==> src/rtl/uart_rx_wb.sv <==
// uart_rx_wb: 8N1 serial receiver with 16x oversampling,
// an 8-entry byte FIFO and a two-register Wishbone slave.
module uart_rx_wb #(
  parameter int CLK_FREQ_HZ = 24000000,
  parameter int BAUD        = 115200,
  parameter int DIVISOR     = CLK_FREQ_HZ / (16 * BAUD),
  parameter int FIFO_AW     = 3
) (
  input  logic        clock,
  input  logic        reset,
  input  logic        uart_rx,
  input  logic [2:0]  wb_adr_i,
  input  logic [31:0] wb_dat_i,
  input  logic [3:0]  wb_sel_i,
  input  logic        wb_we_i,
  input  logic        wb_cyc_i,
  input  logic        wb_stb_i,
  output logic [31:0] wb_dat_o,
  output logic        wb_ack_o,
  output logic        irq_o
);

  localparam int DEPTH = 1 << FIFO_AW;
  localparam logic [15:0] DIV_LAST = 16'(DIVISOR - 1);
  localparam logic [FIFO_AW:0] PTR_ONE = 1;

  typedef enum logic [1:0] {
    IDLE,
    START,
    DATA,
    STOP
  } state_t;

  state_t state, state_n;

  logic rx_s1, rx_s2, rx_s3;
  logic [15:0] div_cnt;
  logic [3:0]  samp_cnt;
  logic tick, mid;
  logic start_det, shift_en, push_req, ferr_set;
  logic [7:0] shreg;
  logic [2:0] bit_idx;

  logic [7:0] mem [DEPTH];
  logic [FIFO_AW:0] wr_ptr, rd_ptr;
  logic nempty, full, ovr, ferr;
  logic access, pop, push, wr_stat;
  logic [31:0] status;

  logic unused_ok;
  assign unused_ok = ^{wb_sel_i, wb_adr_i[1:0],
                       wb_dat_i[31:4], wb_dat_i[1:0]};

  // rx_s3 is the previous synced sample, used for edge detection
  always_ff @(posedge clock or posedge reset) begin
    if (reset) begin
      rx_s1 <= 1'b1;
      rx_s2 <= 1'b1;
      rx_s3 <= 1'b1;
    end else begin
      rx_s1 <= uart_rx;
      rx_s2 <= rx_s1;
      rx_s3 <= rx_s2;
    end
  end

  assign tick = (div_cnt == DIV_LAST);
  assign mid  = tick && (samp_cnt == 4'd7);

  always_ff @(posedge clock or posedge reset) begin
    if (reset) begin
      div_cnt  <= '0;
      samp_cnt <= '0;
    end else if (start_det) begin
      div_cnt  <= '0;
      samp_cnt <= '0;
    end else if (tick) begin
      div_cnt  <= '0;
      samp_cnt <= samp_cnt + 4'd1;
    end else begin
      div_cnt <= div_cnt + 16'd1;
    end
  end

  always_ff @(posedge clock or posedge reset) begin
    if (reset) state <= IDLE;
    else       state <= state_n;
  end

  always_comb begin
    state_n   = state;
    start_det = 1'b0;
    shift_en  = 1'b0;
    push_req  = 1'b0;
    ferr_set  = 1'b0;
    unique case (state)
      IDLE: begin
        if (rx_s3 && !rx_s2) begin
          start_det = 1'b1;
          state_n   = START;
        end
      end
      START: begin
        if (mid) state_n = rx_s2 ? IDLE : DATA;
      end
      DATA: begin
        if (mid) begin
          shift_en = 1'b1;
          if (bit_idx == 3'd7) state_n = STOP;
        end
      end
      STOP: begin
        // leave half a bit early so the next start edge is caught
        if (mid) begin
          state_n  = IDLE;
          push_req = rx_s2;
          ferr_set = !rx_s2;
        end
      end
      default: state_n = IDLE;
    endcase
  end

  always_ff @(posedge clock or posedge reset) begin
    if (reset) begin
      shreg   <= '0;
      bit_idx <= '0;
    end else if (state != DATA) begin
      bit_idx <= '0;
    end else if (shift_en) begin
      shreg   <= {rx_s2, shreg[7:1]};
      bit_idx <= bit_idx + 3'd1;
    end
  end

  assign nempty = (wr_ptr != rd_ptr);
  assign full   = (wr_ptr[FIFO_AW] != rd_ptr[FIFO_AW]) &&
                  (wr_ptr[FIFO_AW-1:0] == rd_ptr[FIFO_AW-1:0]);

  assign access  = wb_cyc_i & wb_stb_i & ~wb_ack_o;
  assign pop     = access & ~wb_we_i & ~wb_adr_i[2] & nempty;
  assign wr_stat = access & wb_we_i & wb_adr_i[2];
  // a same-cycle pop frees the slot the push would otherwise miss
  assign push    = push_req & (~full | pop);

  always_ff @(posedge clock) begin
    if (push) mem[wr_ptr[FIFO_AW-1:0]] <= shreg;
  end

  always_ff @(posedge clock or posedge reset) begin
    if (reset) begin
      wr_ptr <= '0;
      rd_ptr <= '0;
    end else begin
      if (push) wr_ptr <= wr_ptr + PTR_ONE;
      if (pop)  rd_ptr <= rd_ptr + PTR_ONE;
    end
  end

  always_ff @(posedge clock or posedge reset) begin
    if (reset) begin
      ovr  <= 1'b0;
      ferr <= 1'b0;
    end else begin
      if (push_req && full && !pop)     ovr <= 1'b1;
      else if (wr_stat && wb_dat_i[2])  ovr <= 1'b0;
      if (ferr_set)                     ferr <= 1'b1;
      else if (wr_stat && wb_dat_i[3])  ferr <= 1'b0;
    end
  end

  assign status = {28'h0, ferr, ovr, full, nempty};

  always_ff @(posedge clock or posedge reset) begin
    if (reset) begin
      wb_ack_o <= 1'b0;
      wb_dat_o <= '0;
      irq_o    <= 1'b0;
    end else begin
      wb_ack_o <= access;
      irq_o    <= nempty;
      if (access) begin
        if (wb_we_i)          wb_dat_o <= '0;
        else if (wb_adr_i[2]) wb_dat_o <= status;
        else if (nempty)      wb_dat_o <= {24'h0, mem[rd_ptr[FIFO_AW-1:0]]};
        else                  wb_dat_o <= '0;
      end
    end
  end

endmodule

==> config.mk <==
export PLATFORM = sky130hd
export DESIGN_NAME = uart_rx_wb
export DESIGN_NICKNAME = d
export VERILOG_FILES = /design/src/rtl/uart_rx_wb.sv
export SDC_FILE = /design/constraint.sdc
export NUM_CORES = 1
export LEC_CHECK = 0
export ABC_AREA = 0
export ABC_CLOCK_PERIOD_IN_PS = 3260
export CAP_MARGIN = 20
export CORE_ASPECT_RATIO = 0.75
export CORE_MARGIN = 2
export CORE_UTILIZATION = 54
export DETAILED_ROUTE_END_ITERATION = 10
export GPL_ROUTABILITY_DRIVEN = 0
export PLACE_DENSITY = 0.85
export SLEW_MARGIN = 20
export SYNTH_ARGS = -nofsm -noshare
export SYNTH_HDL_FRONTEND = slang
export SYNTH_SLANG_ARGS = --single-unit
==> constraint.sdc <==
create_clock -name clock -period 3.26 [get_ports clock]
set_clock_uncertainty 0.15 [all_clocks]
set_input_delay 0.652 -clock clock [delete_from_list [all_inputs] [get_ports clock]]
set_output_delay 0.652 -clock clock [all_outputs]
set_load 0.005 [all_outputs]
# Word level (Yosys, flattened, before mapping)
# Memory sizes are Yosys's and may differ from the RTL's.
# Cells that the tools add are included.
dict set report totals {
  memories 1
  reg_bits 80
  ram_bits 64
  input_bits 45
  elab_cells 96
  out_inout_bits 34
}
dict set report op_classes {
  n_eq_ne 15
  n_reduce_logical 16
  bitwise 14
  addsub 5
  n_mux 30
}
# name depth word_bits read_ports rd_clocked_by_memory_dff write_ports line
set memory_table {}
lappend memory_table {mem 8 8 1 0 1 44} ;# logic [7:0] mem [DEPTH];
# op count
set op_table {}
lappend op_table {{two-way mux 16 bit} 2}
lappend op_table {{two-way mux 8 bit} 3}
lappend op_table {{adder 16 x 1 -> 16 bit (second input constant)} 1}
lappend op_table {{equality test 16 x 4 -> 1 bit (second input constant)} 1}
lappend op_table {{two-way mux 1 bit} 14}
lappend op_table {{adder 4 x 1 -> 4 bit (second input constant)} 3}
lappend op_table {{two-way mux 2 bit} 6}
lappend op_table {{inequality test 2 bit (second input constant)} 6}
lappend op_table {{AND 1 bit} 8}
lappend op_table {{two-way mux 4 bit} 2}
lappend op_table {{one-hot mux 2 bit (4 select lines)} 1}
lappend op_table {{nonzero test 2 bit} 4}
lappend op_table {{logical AND 1 bit} 7}
lappend op_table {{two-way mux 3 bit} 2}
lappend op_table {{NOT 1 bit} 5}
lappend op_table {{AND reduction 5 bit} 1}
lappend op_table {{equality test 2 bit (second input constant)} 2}
lappend op_table {{equality test 4 x 3 -> 1 bit (second input constant)} 1}
lappend op_table {{inequality test 4 bit} 1}
lappend op_table {{adder 3 x 1 -> 3 bit (second input constant)} 1}
lappend op_table {{equality test 3 bit} 1}
lappend op_table {{equality test 3 bit (second input constant)} 1}
lappend op_table {{equality test 2 x 1 -> 1 bit (second input constant)} 1}
lappend op_table {{zero test 1 bit} 2}
lappend op_table {{4 further kinds} 4}

# Longest topological paths before layout
# Gate-level depths: netlist (run 1).
dict set report depth {
  ltp_word 9
  mapped_depth 8
  depth_no_buf 6
}

# Worst setup path after synthesis (run 1)
# No wires, ideal clock.
dict set report synth_path {
  path_type {input -> register}
  from {input port wb_stb_i}
  to {memory mem[4][0], enable pin}
  cell_stages 5
  arrival_time_ns 2.481
  path_slack_ns 0.234
  path_buffers 1
  setup_time_ns 0.395
  path_cell_list {nand3b_1 -> or3_1 -> clkbuf_1 -> a211oi_4 -> nor4bb_1}
}
dict set report synth_between {
  elab_chain_len 9
}
# item line
set synth_lines {}
lappend synth_lines {{from (decl)} 17} ;# input logic wb_stb_i,
lappend synth_lines {{AND 1 bit (2 in a row)} 140} ;# assign access = wb_cyc_i & wb_stb_i & ~wb_ack_o;
lappend synth_lines {{AND 1 bit (3 in a row)} 141} ;# assign pop = access & ~wb_we_i & ~wb_adr_i[2] & nempty;
lappend synth_lines {{bitwise OR 1 bit} 144} ;# assign push = push_req & (~full | pop);
lappend synth_lines {{AND 1 bit} 144}
lappend synth_lines {{two-way mux 1 bit} 147} ;# if (push) mem[wr_ptr[FIFO_AW-1:0]] <= shreg;
lappend synth_lines {{two-way mux 1 bit (not written as such)} 147}
lappend synth_lines {{to (decl)} 44}
# No other way between the ends.

# Worst setup path after layout (run 1)
dict set report layout_path {
  from {input port wb_adr_i[2]}
  to {memory mem[3][0], enable pin}
}
dict set report layout_between {
  elab_chain_len 7
}
# item line
set layout_lines {}
lappend layout_lines {{from (decl)} 12} ;# input logic [2:0] wb_adr_i,
lappend layout_lines {{NOT 1 bit} 141}
lappend layout_lines {{AND 1 bit (2 in a row)} 141}
lappend layout_lines {{bitwise OR 1 bit} 144}
lappend layout_lines {{AND 1 bit} 144}
lappend layout_lines {{two-way mux 1 bit} 147}
lappend layout_lines {{two-way mux 1 bit (not written as such)} 147}
# No other way between the ends.

==> results of run 1 <==
## layout make-up
| cell class | count | area share [%] |
|---|---|---|
| clock buffer | 17 | 6.88 |
| clock inverter | 15 | 2.33 |
| inverter | 8 | 0.486 |
| multi-input combinational | 222 | 29.8 |
| sequential | 120 | 53.8 |
| tap | 132 | 2.67 |
| timing repair buffer | 27 | 4.01 |
## stage by stage
stage,utilization [%],std cells,total power [mW],area (um2)
6_report,63.8,541,4.23,6180
4_1_cts,63.8,541,4.25,6180
2_1_floorplan,-,391,2.32,5490
5_1_grt,63.8,541,4.41,6180
3_3_place_gp,57.9,509,2.43,5620
3_5_place_dp,57.9,509,2.46,5620
## cell families (layout without fill, tap and decap cells)
group	count (synthesis)	after routing	share of synthesized area (%)
compound gates	38	38	4.80
buf+inv	49	67	5.82
simple gates	98	98	11.8
mux	34	34	10.9
xor+xnor	21	21	3.41
flops	120	120	61.6
fa+ha+maj	7	7	1.62
other cells	1	24	0.0694
## path summary, 6_finish.rpt
check | to | start | cells past startpoint
hold / removal | rx_s2$_DFF_PP1_ | rx_s1$_DFF_PP1_ | 0
setup / recovery | mem[3][0]$_DFFE_PP_ | wb_adr_i[2] | 4
max in group asynchronous | rx_s3$_DFF_PP1_ | reset | 3
hold reg to reg | rx_s2$_DFF_PP1_ | rx_s1$_DFF_PP1_ | 0
setup reg to reg | mem[3][0]$_DFFE_PP_ | samp_cnt[0]$_DFFE_PP0P_ | 5
min in group asynchronous | rd_ptr[2]$_DFFE_PP0P_ | reset | 2
## worst max-delay path, stage by stage
cell and delay (ns):
clkdlybuf4s50_1 0.48, or3_1 0.49, a211oi_4 0.43, and4b_1 0.59
## where the power goes
part / leakage, nW / total (mW) / internal, mW / switching [mW]
Sequential: 1.40 / 1.77 / 1.67 / 0.0904
Clock: 0.273 / 1.78 / 1.06 / 0.713
Combinational: 0.814 / 0.688 / 0.314 / 0.374
## state kept, by name (all words and copies together) (netlist names), named ones only
register and flops:
ferr 1, irq_o 1, rx_s2 1, samp_cnt 4, mem 64, rd_ptr 4, rx_s3 1, shreg 8
wr_ptr 4, bit_idx 3, ovr 1, rx_s1 1, wb_ack_o 1, div_cnt 16, wb_dat_o 8, state 1
## layer usage
metal,track usage [%],vias to the layer above,wire (um)
li1,-,1388,-
met1,28.0,1594,4350
met2,34.4,149,5300
met3,5.24,25,662
met4,11.1,0,293
met5,0,-,0
## synth_stat cells (2+ instances only)
cell | n | share of area (%)
buf_6 | 3 | 0.63
ha_1 | 7 | 1.6
nor2_1 | 17 | 1.2
and4_1 | 2 | 0.32
nor4_4 | 4 | 1.6
nor4bb_1 | 2 | 0.37
nand4_1 | 9 | 1.0
nor3b_1 | 3 | 0.42
nor2b_1 | 2 | 0.23
o21ai_0 | 13 | 1.2
o31ai_1 | 3 | 0.42
a21oi_1 | 13 | 1.2
dfrtp_1 | 53 | 25
and4b_1 | 3 | 0.56
and2_1 | 2 | 0.23
or3_1 | 7 | 0.81
clkbuf_2 | 2 | 0.19
nand2_1 | 17 | 1.2
xnor2_1 | 4 | 0.65
buf_4 | 26 | 3.6
dfstp_2 | 3 | 1.5
edfxtp_1 | 64 | 36
o22ai_1 | 3 | 0.35
buf_2 | 6 | 0.56
inv_1 | 8 | 0.56
mux2_4 | 9 | 2.5
mux4_2 | 16 | 6.7
mux2i_1 | 7 | 1.3
nand3b_1 | 3 | 0.42
nand3_1 | 11 | 1.0
clkbuf_1 | 3 | 0.21
and3_1 | 4 | 0.46
or4_1 | 2 | 0.28
xor2_1 | 17 | 2.8
==> qor.csv, run 1 <==
stage;metric;value;unit
status;status;finished, final reports clean;
sta;final worst slack;0.508;ns
logic_synthesis;Main synth FF type;edfxtp_1;
finish;Antenna Cells;0;
global_route;vias in the first global route;3199;
routing;First-pass DRT Iterations;4;
routing;DR vias/cell;5.83;
logic_synthesis;post-synthesis instance area;0.00540;mm2
power_and_ir_drop;Pleak;2.49;nW
die;Core Rows;31;
die;DIE HEIGHT;90.6;um
die;die area;0.0108;mm2
sta;highest clock rate;0.363;GHz
finish;area of the multi-input gates;0.00185;mm2
power_and_ir_drop;VDD IR max;0.000467;V
sta;final setup fails;0;
sta;relative slew slack;54.4;%
logic_synthesis;Distinct cells, synth;54;
sta;Least-Margin Pin Slew;0.675;ns
min_path;Hold Crit Class;reg -> reg;
finish;layout cell share with drive strength beyond 1;20.3;%
sta;final worst-path cycle share;84.4;%
place;input/output buffers;18;
cts;root buffer cell;clkbuf_16;
finish;most frequent cells in the layout;edfxtp_1, dfrtp_1, conb_1;
die;Core Footprint;0.00970;mm2
die;Die Wd;119;um
die;effective utilization at floorplan;55.7;%
power_and_ir_drop;PD cells;684;mW/mm2
cts;number of buffers created by CTS;17;
logic_synthesis;Post-synth EDFFs;64;
logic_synthesis;post-synthesis sequential area ratio;61.6;%
finish;Register Area;0.00333;mm2
worst_setup_path;Setup CP Type;in -> reg;
place;DP Worst Slack;0.122;ns
global_route;initial antenna violation count;0;
finish;nets@finish;448;
sta;setup_tns;0;ns
cts;Hold Buf Count CTS;0;
cts;CTS tree;yes;
routing;mean routed wirelength per cell;19.6;um
routing;vias;3156;
sta;final hold vios;0;
logic_synthesis;Yosys warnings;0;
cts;Worst-path clk slew;0.05;ns
cts;worst-skew pair later-pin latency;0.42;ns
sta;RSZ-0062 raised after global routing;no;
worst_setup_path;r2r setup slk;0.51;ns
logic_synthesis;Async SR Flop Fraction;46.7;%
finish;Layout area overhead;14.5;%
worst_setup_path;critical path launch point type;input port;
sta;post-route minimum period;2.75;ns
routing;initial DRC count;296;
worst_setup_path;CP Data Required Time;3.16;ns
worst_setup_path;critical path arrival;2.65;ns
logic_synthesis;Post-Syn Area per Cell;14.7;um2
cts;CTS max path bufs;2;
global_route;gr usage total;21.7;%
sta;Final Hold Slack;0.205;ns
logic_synthesis;cell count after synthesis;368;
logic_synthesis;Yosys reg bits;120;
die;io pins;79;
sta;Final Max Tran Viols;0;
global_route;global-route wire length before repair;17500;um
routing;DRC violations left;0;
global_route;largest net degree at the start of global routing;22;
routing;antenna violation net count after detailed routing;0;
worst_setup_path;CP endpoint kind;flop;
cts;H-Tree Depth;4;
routing;final WL;10600;um
cts;post-CTS setup buffers;0;
worst_setup_path;CP max FO;9;
place;sum of net half-perimeters after detailed placement;6750;um
cts;CTS sink cnt;120;
global_route;total gr overflow;0;
cts;Resize count post-CTS;0;
finish;commonest non-fill, non-tap cell in the layout;edfxtp_1;
flow_run;Max-Cap Viols;0;
finish;fillers;623;
Note: power is estimated with default switching activity, not from simulation.
==> inputs of run 2 (changes only) <==
--- a/config.mk
+++ b/config.mk
@@ -6,7 +6,7 @@
 export NUM_CORES = 1
 export LEC_CHECK = 0
 export ABC_AREA = 0
-export ABC_CLOCK_PERIOD_IN_PS = 3260
+export ABC_CLOCK_PERIOD_IN_PS = 2600
 export CAP_MARGIN = 20
 export CORE_ASPECT_RATIO = 0.75
 export CORE_MARGIN = 2
==> constraint.sdc (replaced) <==
create_clock -name clock -period 2.6 [get_ports clock]
set_clock_uncertainty 0.15 [all_clocks]
set_input_delay 0.52 -clock clock [delete_from_list [all_inputs] [get_ports clock]]
set_output_delay 0.52 -clock clock [all_outputs]
set_load 0.005 [all_outputs]
==> run 2 against run 1 <==
  * Final cell count up 3.1%
  * Die area unchanged
  * Sequential power up 25%
  * Register-to-register slack worse by 0.40 ns
  * Critical path type is now reg -> reg
  * Largest power group is now sequential cells
==> qor.csv, run 2 (synthesized netlist as in run 1, its figures left out) <==
stage;metric;value;unit
status;status;finished, final reports clean;
routing;mean routed wirelength per cell;19.3;um
worst_setup_path;Setup CP Type;reg -> reg;
sta;Final Max Tran Viols;0;
routing;DRC violations left;0;
routing;DR vias/cell;5.65;
worst_setup_path;r2r setup slk;0.10;ns
cts;number of buffers created by CTS;17;
worst_setup_path;crit path max-delay cell type;dfrtp_1;
global_route;initial antenna violation count;0;
finish;fillers;693;
cts;Hold Buf Count CTS;0;
power_and_ir_drop;Final Power;5.26;mW
global_route;largest net degree at the start of global routing;57;
cts;post-CTS setup buffers;0;
cts;CTS sink cnt;120;
finish;Layout area overhead;18.7;%
finish;commonest non-fill, non-tap cell in the layout;edfxtp_1;
sta;highest clock rate;0.401;GHz
finish;layout cell share with drive strength beyond 1;23.2;%
die;DIE HEIGHT;90.6;um
worst_setup_path;CP Data Required Time;2.58;ns
finish;number of flip-flops under the largest register name;64;
finish;area of the multi-input gates;0.00186;mm2
die;effective utilization at floorplan;55.7;%
sta;final worst slack;0.105;ns
worst_setup_path;CP endpoint kind;flop;
place;DP Area;0.00586;mm2
global_route;global-route wire length before repair;17200;um
sta;RSZ-0062 raised after global routing;no;
global_route;gr usage total;22.0;%
global_route;total gr overflow;0;
place;input/output buffers;18;
sta;relative slew slack;44.7;%
sta;final worst-path cycle share;96.0;%
finish;Antenna Cells;0;
routing;final WL;10800;um
finish;Register Area;0.00333;mm2
power_and_ir_drop;PD cells;821;mW/mm2
cts;H-Tree Depth;4;
global_route;vias in the first global route;3228;
place;sum of net half-perimeters after detailed placement;6860;um
die;Core Rows;31;
cts;CTS tree;yes;
worst_setup_path;critical path launch point type;flop;
min_path;Hold Crit Class;reg -> reg;
sta;setup_tns;0;ns
sta;Final Hold Slack;0.210;ns
die;io pins;79;
worst_setup_path;CP max FO;8;
power_and_ir_drop;VDD IR max;0.000531;V
finish;fin area;0.00641;mm2
die;Die Wd;119;um
sta;final hold vios;0;
die;Core Footprint;0.00970;mm2
sta;Least-Margin Pin Slew;0.818;ns
finish;most frequent cells in the layout;edfxtp_1, dfrtp_1, conb_1;
routing;First-pass DRT Iterations;4;
cts;CTS max path bufs;2;
place;DP Worst Slack;-0.242;ns
routing;antenna violation net count after detailed routing;0;
worst_setup_path;max incr delay on CP;0.44;ns
routing;vias;3150;
worst_setup_path;Worst Path Buf+Inv;1;
cts;Worst-path clk slew;0.06;ns
worst_setup_path;critical path arrival;2.48;ns
routing;initial DRC count;220;
sta;final setup fails;0;
sta;post-route minimum period;2.50;ns
power_and_ir_drop;Pleak;2.59;nW
finish;nets@finish;465;
flow_run;Max-Cap Viols;0;
worst_setup_path;CP delay by family, top;simple AND/OR/NAND/NOR gates;
cts;root buffer cell;clkbuf_16;
cts;Resize count post-CTS;0;
worst_setup_path;Critical Path, Cell by Cell;nor4_4, nand4_1, a211oi_4, nor4bb_4, buf_12;
die;die area;0.0108;mm2
cts;worst-skew pair later-pin latency;0.42;ns
## run 2: changes by cell type in the layout (fill, tap and decap cells not counted), sizes merged
cell	delta
buf	+17
clkinvlp	+2
inv	-2
clkbuf	+1
clkinv	-1
## run 2: area by class of cell
class,instances,share of cell area [%]
multi-input cells,222,29.0
repair buffers,44,7.41
well taps,132,2.58
flip-flops and latches,120,51.9
clock buffers,18,6.69
inverters,8,0.468
clock inverters,14,1.95
## run 2: power by group
group / switching (mW) / internal (mW)
logic: 0.453 / 0.404
registers: 0.114 / 2.10
clock network: 0.876 / 1.31
## run 2: worst register-to-register path, cell delays in order, from the launching register on
cell      delay [ns]
dfrtp_1         0.44
nor4_4          0.42
nand4_1         0.29
a211oi_4        0.38
nor4bb_4        0.34
buf_12          0.18
## run 2: stage by stage
step / instances / util [%]
final: 558 / 66.1
after global routing: 558 / 66.1
after CTS: 558 / 66.1
after detailed placement: 526 / 60.4
after global placement: 526 / 60.4
after floorplan: 391 / -
## run 2: worst paths after layout
| check | start | endpoint | cells after the start |
|---|---|---|---|
| max | div_cnt[11]$_DFF_PP0_ | mem[4][7]$_DFFE_PP_ | 5 |
| min | rx_s1$_DFF_PP1_ | rx_s2$_DFF_PP1_ | 0 |
| max reg2reg | div_cnt[11]$_DFF_PP0_ | mem[4][7]$_DFFE_PP_ | 5 |
| min reg2reg | rx_s1$_DFF_PP1_ | rx_s2$_DFF_PP1_ | 0 |
| max in group asynchronous | reset | rx_s1$_DFF_PP1_ | 3 |
| min in group asynchronous | reset | rd_ptr[2]$_DFFE_PP0P_ | 3 |
## run 2: layer usage
metal  share of wire [%]  track usage (%)  vias to the layer above  routed length (um)
li1                    -                -                     1424                   -
met1                  43             29.3                     1586                4600
met2                  49             33.5                      125                5220
met3                 6.8             7.39                       15                 736
met4                 1.9             8.63                        0                 209
met5                   0                0                        -                   0
==> inputs of run 3 (changes only) <==
--- a/config.mk
+++ b/config.mk
@@ -7,10 +7,11 @@
 export LEC_CHECK = 0
 export ABC_AREA = 0
 export ABC_CLOCK_PERIOD_IN_PS = 2600
-export CAP_MARGIN = 20
+export CAP_MARGIN = 10
 export CORE_ASPECT_RATIO = 0.75
 export CORE_MARGIN = 2
 export CORE_UTILIZATION = 54
+export CTS_CLUSTER_SIZE = 10
 export DETAILED_ROUTE_END_ITERATION = 10
 export GPL_ROUTABILITY_DRIVEN = 0
 export PLACE_DENSITY = 0.85
==> results of run 3 <==
Same layout as run 2: the final DEF is identical, and so are final timing and power.
